[config.mk]
export PLATFORM = sky130hd
export DESIGN_NAME = mem_arbiter
export DESIGN_NICKNAME = d
export VERILOG_FILES = /design/src/rtl/mem_arbiter_pkg.sv /design/src/rtl/mem_arbiter.sv
export SDC_FILE = /design/constraint.sdc
export NUM_CORES = 1
export LEC_CHECK = 0
export ABC_AREA = 1
export CORE_MARGIN = 2
export CORE_UTILIZATION = 24
export DETAILED_ROUTE_END_ITERATION = 12
export GPL_ROUTABILITY_DRIVEN = 0
export GPL_TIMING_DRIVEN = 0
export HOLD_SLACK_MARGIN = 0.06
export PLACE_DENSITY_LB_ADDON = 0.12
export RECOVER_POWER = 100
export SYNTH_ARGS = -nofsm -noshare
export SYNTH_HDL_FRONTEND = slang
export SYNTH_SLANG_ARGS = --single-unit
[constraint.sdc]
create_clock -name clk -period 6 [get_ports clk]
set_input_delay 1.2 -clock clk [delete_from_list [all_inputs] [get_ports clk]]
set_output_delay 1.2 -clock clk [all_outputs]
set_load 0.02 [all_outputs]
[src/rtl/mem_arbiter_pkg.sv]
// Shared types and width constants for the SRAM arbiter between the Wishbone
// and ASCON masters.
package mem_arbiter_pkg;

  localparam int unsigned WordW = 32;
  localparam int unsigned AddrW = 5;

  typedef enum logic [2:0] {
    StIdle,
    StWbAcc,
    StWbDone,
    StAsLo,
    StAsHi,
    StAsDone
  } arb_state_e;

endpackage

[src/rtl/mem_arbiter.sv]
// Round-robin arbiter sharing a 1R1W SRAM between a Wishbone word master and
// an ASCON 64-bit block master (two word accesses per block).
module mem_arbiter
  import mem_arbiter_pkg::*;
#(
  parameter int unsigned ADDR_W = AddrW,
  parameter int unsigned DATA_W = WordW
) (
  input  logic                clk,
  input  logic                RST,
  input  logic                wb_req,
  input  logic                wb_we,
  input  logic [ADDR_W-1:0]   wb_addr,
  input  logic [DATA_W-1:0]   wb_wdata,
  output logic                wb_ack,
  output logic [DATA_W-1:0]   wb_rdata,
  input  logic                as_req,
  input  logic                as_we,
  input  logic [ADDR_W-2:0]   as_blk,
  input  logic [2*DATA_W-1:0] as_wdata,
  output logic                as_ack,
  output logic [2*DATA_W-1:0] as_rdata,
  output logic                csb0,
  output logic [ADDR_W-1:0]   addr0,
  output logic [DATA_W-1:0]   din0,
  output logic                csb1,
  output logic [ADDR_W-1:0]   addr1,
  input  logic [DATA_W-1:0]   dout1,
  output logic                busy,
  output logic                grant
);

  arb_state_e        state_q, state_d;
  logic              csb0_q, csb0_d;
  logic              csb1_q, csb1_d;
  logic [ADDR_W-1:0] addr0_q, addr0_d;
  logic [ADDR_W-1:0] addr1_q, addr1_d;
  logic [DATA_W-1:0] din0_q, din0_d;
  logic              wb_ack_q, wb_ack_d;
  logic              as_ack_q, as_ack_d;
  logic              grant_q, grant_d;
  logic              last_as_q, last_as_d;
  logic              we_q, we_d;
  logic [DATA_W-1:0] lo_q, lo_d;
  logic              go_wb, go_as;

  always_comb begin
    state_d   = state_q;
    csb0_d    = 1'b1;
    csb1_d    = 1'b1;
    addr0_d   = '0;
    addr1_d   = '0;
    din0_d    = '0;
    wb_ack_d  = 1'b0;
    as_ack_d  = 1'b0;
    grant_d   = grant_q;
    last_as_d = last_as_q;
    we_d      = we_q;
    lo_d      = lo_q;
    go_wb     = 1'b0;
    go_as     = 1'b0;

    unique case (state_q)
      StIdle: begin
        // On a tie, the side that did not win last time gets the SRAM.
        go_wb = wb_req & (~as_req | last_as_q);
        go_as = as_req & ~go_wb;
        if (go_wb) begin
          state_d   = StWbAcc;
          grant_d   = 1'b0;
          last_as_d = 1'b0;
          we_d      = wb_we;
          if (wb_we) begin
            csb0_d  = 1'b0;
            addr0_d = wb_addr;
            din0_d  = wb_wdata;
          end else begin
            csb1_d  = 1'b0;
            addr1_d = wb_addr;
          end
        end else if (go_as) begin
          state_d   = StAsLo;
          grant_d   = 1'b1;
          last_as_d = 1'b1;
          we_d      = as_we;
          if (as_we) begin
            csb0_d  = 1'b0;
            addr0_d = {as_blk, 1'b0};
            din0_d  = as_wdata[DATA_W-1:0];
          end else begin
            csb1_d  = 1'b0;
            addr1_d = {as_blk, 1'b0};
          end
        end
      end
      StWbAcc: begin
        state_d  = StWbDone;
        wb_ack_d = 1'b1;
      end
      StWbDone: state_d = StIdle;
      StAsLo: begin
        state_d = StAsHi;
        if (we_q) begin
          csb0_d  = 1'b0;
          addr0_d = {as_blk, 1'b1};
          din0_d  = as_wdata[2*DATA_W-1:DATA_W];
        end else begin
          csb1_d  = 1'b0;
          addr1_d = {as_blk, 1'b1};
        end
      end
      StAsHi: begin
        state_d  = StAsDone;
        as_ack_d = 1'b1;
        // dout1 currently holds the low word fetched during StAsLo.
        if (!we_q) lo_d = dout1;
      end
      StAsDone: state_d = StIdle;
      default:  state_d = StIdle;
    endcase
  end

  always_ff @(posedge clk or posedge RST) begin
    if (RST) begin
      state_q   <= StIdle;
      csb0_q    <= 1'b1;
      csb1_q    <= 1'b1;
      addr0_q   <= '0;
      addr1_q   <= '0;
      din0_q    <= '0;
      wb_ack_q  <= 1'b0;
      as_ack_q  <= 1'b0;
      grant_q   <= 1'b0;
      last_as_q <= 1'b1;
      we_q      <= 1'b0;
      lo_q      <= '0;
    end else begin
      state_q   <= state_d;
      csb0_q    <= csb0_d;
      csb1_q    <= csb1_d;
      addr0_q   <= addr0_d;
      addr1_q   <= addr1_d;
      din0_q    <= din0_d;
      wb_ack_q  <= wb_ack_d;
      as_ack_q  <= as_ack_d;
      grant_q   <= grant_d;
      last_as_q <= last_as_d;
      we_q      <= we_d;
      lo_q      <= lo_d;
    end
  end

  assign csb0     = csb0_q;
  assign csb1     = csb1_q;
  assign addr0    = addr0_q;
  assign addr1    = addr1_q;
  assign din0     = din0_q;
  assign wb_ack   = wb_ack_q;
  assign as_ack   = as_ack_q;
  assign grant    = grant_q;
  assign busy     = (state_q != StIdle);
  assign wb_rdata = (wb_ack_q && !we_q) ? dout1 : '0;
  assign as_rdata = (as_ack_q && !we_q) ? {dout1, lo_q} : '0;

endmodule
# [After elaboration in Yosys (flattened, before gate mapping)]
# Index checks and enable logic that the tools add are counted.
[word_totals] word_cells=71 regBits=84 inputBits=143
[op_classes] muxes=41 n_reduce_logical=8 n_eq_ne=4 n_bitwise=6
[ops] op="$mux 32" n=6
[ops] op="$mux 64" n=1
[ops] op="$pmux 32 s2" n=1
[ops] op="$mux 5" n=10
[ops] op="$pmux 5 s2" n=2
[ops] op="$mux 1" n=16
[ops] op="$pmux 3 s4" n=1
[ops] op="$mux 3" n=2
[ops] op="$pmux 1 s2" n=2
[ops] op="$reduce_and 2->1" n=2
[ops] op="$eq 3x1->1 const B" n=1
[ops] op="$eq 3x2->1 const B" n=1
[ops] op="$eq 3x3->1 const B" n=1
[ops] op="$logic_not 3->1" n=1
[ops] op="$ne 3x3->1 const B" n=1
[ops] op="$not 1->1" n=3
[ops] op="$reduce_bool 3->1" n=1
[ops] op="$and 1x1->1" n=2
[ops] op="$logic_and 1x1->1" n=2
[ops] op="$reduce_bool 2->1" n=1
[ops] op="$logic_not 1->1" n=1
[ops] op="$or 1x1->1" n=1

# [Logic depth before layout (Yosys ltp)]
[depth] word_depth=8 mapped_depth=7

# [Worst setup path before layout]
# OpenSTA, ideal clock, no wires.
[synth_path] path_kind="input -> output" from="input dout1[0]" to="output as_rdata[32]" path_slack_ps=3263 stages=2 arrival_time_ps=1537 path_cell_list="inv_1 nor2_1"
[synth_between] elab_chain_cells=1
[synth_rtl] item="start: declaration" line_no="mem_arbiter.sv:28" source="input logic [DATA_W-1:0] dout1,"
[synth_rtl] item="$mux 64" line_no="mem_arbiter.sv:163" source="assign as_rdata = (as_ack_q && !we_q) ? {dout1, lo_q} : '0;"
[synth_rtl] item="end: declaration" line_no="mem_arbiter.sv:22" source="output logic [2*DATA_W-1:0] as_rdata,"
# Every way passes these cells.

# [Worst setup path after layout]
[layout_path] from="register we_q" to="output as_rdata[22]"
[layout_between] elab_chain_cells=3
[layout_rtl] item="start: declaration" line_no="mem_arbiter.sv:43" source="logic we_q, we_d;"
[layout_rtl] item="start signal: assignment" line_no="mem_arbiter.sv:148" source="we_q <= we_d;"
[layout_rtl] item="$logic_not 1->1" line_no="mem_arbiter.sv:163"
[layout_rtl] item="$logic_and 1x1->1" line_no="mem_arbiter.sv:163"
[layout_rtl] item="$mux 64" line_no="mem_arbiter.sv:163"
# Every way passes these cells.

==> results.sh <==
export IMPL_synth_cell_area_um2=4778
export IMPL_dieHeight_um=145.1
export IMPL_timing_hold_worst_endpoint="lo_q[7]"
export IMPL_die_area_um2=21050
export IMPL_tritoncts_num_buffers=9
export IMPL_grt_overflow=0
export IMPL_io_buffer_count=283
export IMPL_top_signal_layer_used="met4"
export IMPL_r2r_cells=7
export IMPL_synth_yosys_seq_area_share_pct=44.07
export IMPL_clock_skew_final_ns=0.01338
export IMPL_chipWidth_um=145.1
export IMPL_fp_coreArea_um2=19530
export IMPL_run_status="complete, but fails checks"
export IMPL_hold_violation_total_from_the_final_report=0
export IMPL_path_clk_slew_ns=0.06
export IMPL_initial_utilization_pct=24.47
export IMPL_layout_drive_gt1_share_pct=5.221
export IMPL_setup_worst_path_class="reg -> out"
export IMPL_ctsResizeCount=0
export IMPL_required_ns=4.80
export IMPL_timing_critical_path_buf_inv=3
export IMPL_rsz0062_at_grt="false"
export IMPL_worstHoldStart="lo_q[7]"
export IMPL_post_route_worst_setup_slack_ns=2.119
export IMPL_syn_avg_cell_area_um2=6.865
export IMPL_cts_tree="done"
export IMPL_top_level_ports=287
export IMPL_r2r_start="last_as_q"
export IMPL_routed_wl_mm=18.59
export IMPL_final_period_utilization_pct=64.68
export IMPL_maxSlewHeadroom_pct=-26.37
export IMPL_timing_hold_worst_class="reg -> reg"
export IMPL_dp_hpwl_mm=14.39
export IMPL_total_met3_wirelength_after_detailed_routing_mm=1.568
export IMPL_timing_final_crit_period_ns=3.881
export IMPL_cellLeakagePower_nw=4.295
export IMPL_timing_critical_path_cells="inv_1, nand2_1, clkbuf_1, nor2_1, dlygate4sd3_1"
export IMPL_first_global_vias=5356
export IMPL_final_count_of_negative_setup_slack_endpoints=0
export IMPL_wl_per_cell_um=14.73
export IMPL_yosys_register_bits=84
export IMPL_rr_endpoint="din0[6]"
export IMPL_crit_arrival_ns=2.68
export IMPL_slew_viol_final=39
export IMPL_reg2reg_setup_slack_ns=4.34
export IMPL_clock_root_buffer="clkbuf_16"
export IMPL_wl_met1_mm=8.000
export IMPL_power_per_cell_area_nw_per_um2=354.1
export IMPL_timing_worst_slew_pin_value_ns=1.885
export IMPL_synth_yosys_warnings=0
export IMPL_areaGrowthSynthToFinish_pct=72.09
export IMPL_fin_nets=1134
export IMPL_postSynthNetCount=839
export IMPL_number_of_placement_rows=51
export IMPL_drc=0
export IMPL_syn_inst=696
export IMPL_insertion_delay_ns=0.34
export IMPL_pre_cts_slack_ns=2.328
export IMPL_holdBufCountCts=0
export IMPL_grtUsageTotal_pct=17.58
export IMPL_critPathLaunchType="flip-flop"
export IMPL_route_vias_total=5371
export IMPL_timing_max_cap_violations=1
export IMPL_dr_wl_met2_mm=8.798
export IMPL_timing_setup_tns_ns=0
export IMPL_cts_buffer_depth=2
export IMPL_synthDistinctLibCells=20
export IMPL_grt_pass1_wl_mm=29.39
export IMPL_irDropWorstVdd_v=0.0001596
export IMPL_worst_path_max_stage_delay_ns=0.71
export IMPL_failed_checks="capacitance limit, slew limit"
export IMPL_path_max_fanout=10
export IMPL_detail_route_first_pass_iterations=5
export IMPL_number_of_vias_per_cell=4.256
export IMPL_critPathTopFamily="buffers and inverters"
export IMPL_detail_route_iter0_violations=307
export IMPL_max_freq_mhz=257.7
export IMPL_cp_end_kind="output port"
export IMPL_whs_path_depth=2
export IMPL_post_cts_repair_setup_buffers=0
export IMPL_grt_antenna_before_repair=1
export IMPL_clock_sinks=84
export IMPL_grt_max_degree=47
export IMPL_postRouteAntennaNets=0
export IMPL_cp_slowest_cell="dlygate4sd3_1"
export IMPL_clock_tree_htree_level_count=3
cells by family (layout without fill, tap and decap cells):
group                  after synthesis  in the layout  synth area share, %
DFF                                 84             84                44.07
and+or+nand+nor                    404            404                35.27
AOI/OAI and AO/OA                   79             79                8.353
other                                0              1                    0
buffers and inverters              129            429                12.31
area by class of cell:
cell class              instances  area, um2
fillers                      2110      11300
flip-flops and latches         84       2106
repair buffers                284       2860
clock buffers                  15      277.8
plain buffers                  47      260.3
well taps                     265      331.6
diodes                          1      2.502
inverters                      82      309.0
clock inverters                 1      5.005
multi-input cells             483       2071
flip-flops by register name, summed over array words and instances (netlist names):
name and count:
last_as_q 1, lo_q 32, din0 32, state_q 3, csb1 1, grant 1
we_q 1, csb0 1, wb_ack 1, as_ack 1, addr0 5, addr1 5
placed cells by master, fill, tap and decap left out, drive strengths merged:
cell type / n
clkinvlp: 1
dlygate4sd3: 135
nand2: 207
dfrtp: 81
clkbuf: 38
inv: 81
nor2: 102
clkdlybuf4s50: 148
diode: 1
clkinv: 1
dfstp: 3
nand3: 95
a21oi: 2
o21ai: 77
buf: 25
worst max-delay path by stage:
| stage | from | end | slack (ns) | cells after the start |
|---|---|---|---|---|
| after floorplan | RST | addr0[0] | 2.64 | 1 |
| after global placement | RST | din0[5] | 0.96 | 2 |
| after detailed placement | dout1[27] | as_rdata[59] | 2.33 | 4 |
| after CTS | dout1[27] | as_rdata[59] | 2.33 | 4 |
| after global routing | we_q | as_rdata[18] | 1.87 | 5 |
| final | we_q | as_rdata[22] | 2.12 | 5 |
stage by stage:
stage          util, %  hold slack [ns]  power (mW)  std cells  instance area, um2
2_1_floorplan        -           0.4588       1.779        696                4778
3_3_place_gp     40.68           0.4724       2.508       1244                7943
3_5_place_dp     40.83           0.4785       2.520       1245                7973
4_1_cts          42.28           0.4941       3.076       1261                8255
5_1_grt          42.11           0.5075       3.147       1262                8223
6_report         42.11           0.4824       2.911       1262                8223
worst min-delay path, delay by kind of cell, from the launching register on:
family	cells	cell delay, ns
AOI/OAI and AO/OA	1	0.06
and+or+nand+nor	1	0.05
DFF	1	0.34
synthesized netlist by cell type:
cell | n | area (um2)
o21ai_0 | 37 | 185.2
a21oi_2 | 1 | 8.760
nor2_1 | 100 | 375.4
nand3_4 | 1 | 17.52
buf_2 | 26 | 130.1
nand2_2 | 4 | 25.02
dfstp_2 | 3 | 78.83
clkbuf_1 | 9 | 33.78
nand2_4 | 1 | 11.26
a21oi_1 | 1 | 5.000
dfrtp_1 | 81 | 2027
nand2_1 | 202 | 758.2
nand3_1 | 93 | 465.5
buf_4 | 5 | 37.54
inv_1 | 74 | 277.8
buf_6 | 7 | 78.83
nor2_4 | 2 | 22.52
inv_2 | 8 | 30.03
nand3_2 | 1 | 10.01
o21ai_1 | 40 | 200.2
power breakdown:
group | internal [mW] | switching [mW] | total, mW | leakage (nW)
combinational | 0.577 | 0.893 | 1.47 | 3.08
clock | 0.315 | 0.219 | 0.533 | 0.140
sequential | 0.813 | 0.0953 | 0.908 | 1.08
per-layer routing:
layer	up-vias	track usage, %
met4	0	5.245
met5	-	0
met1	2409	22.39
met2	198	28.86
li1	2750	-
met3	14	5.189
Note: power is estimated with default switching activity, not from simulation.
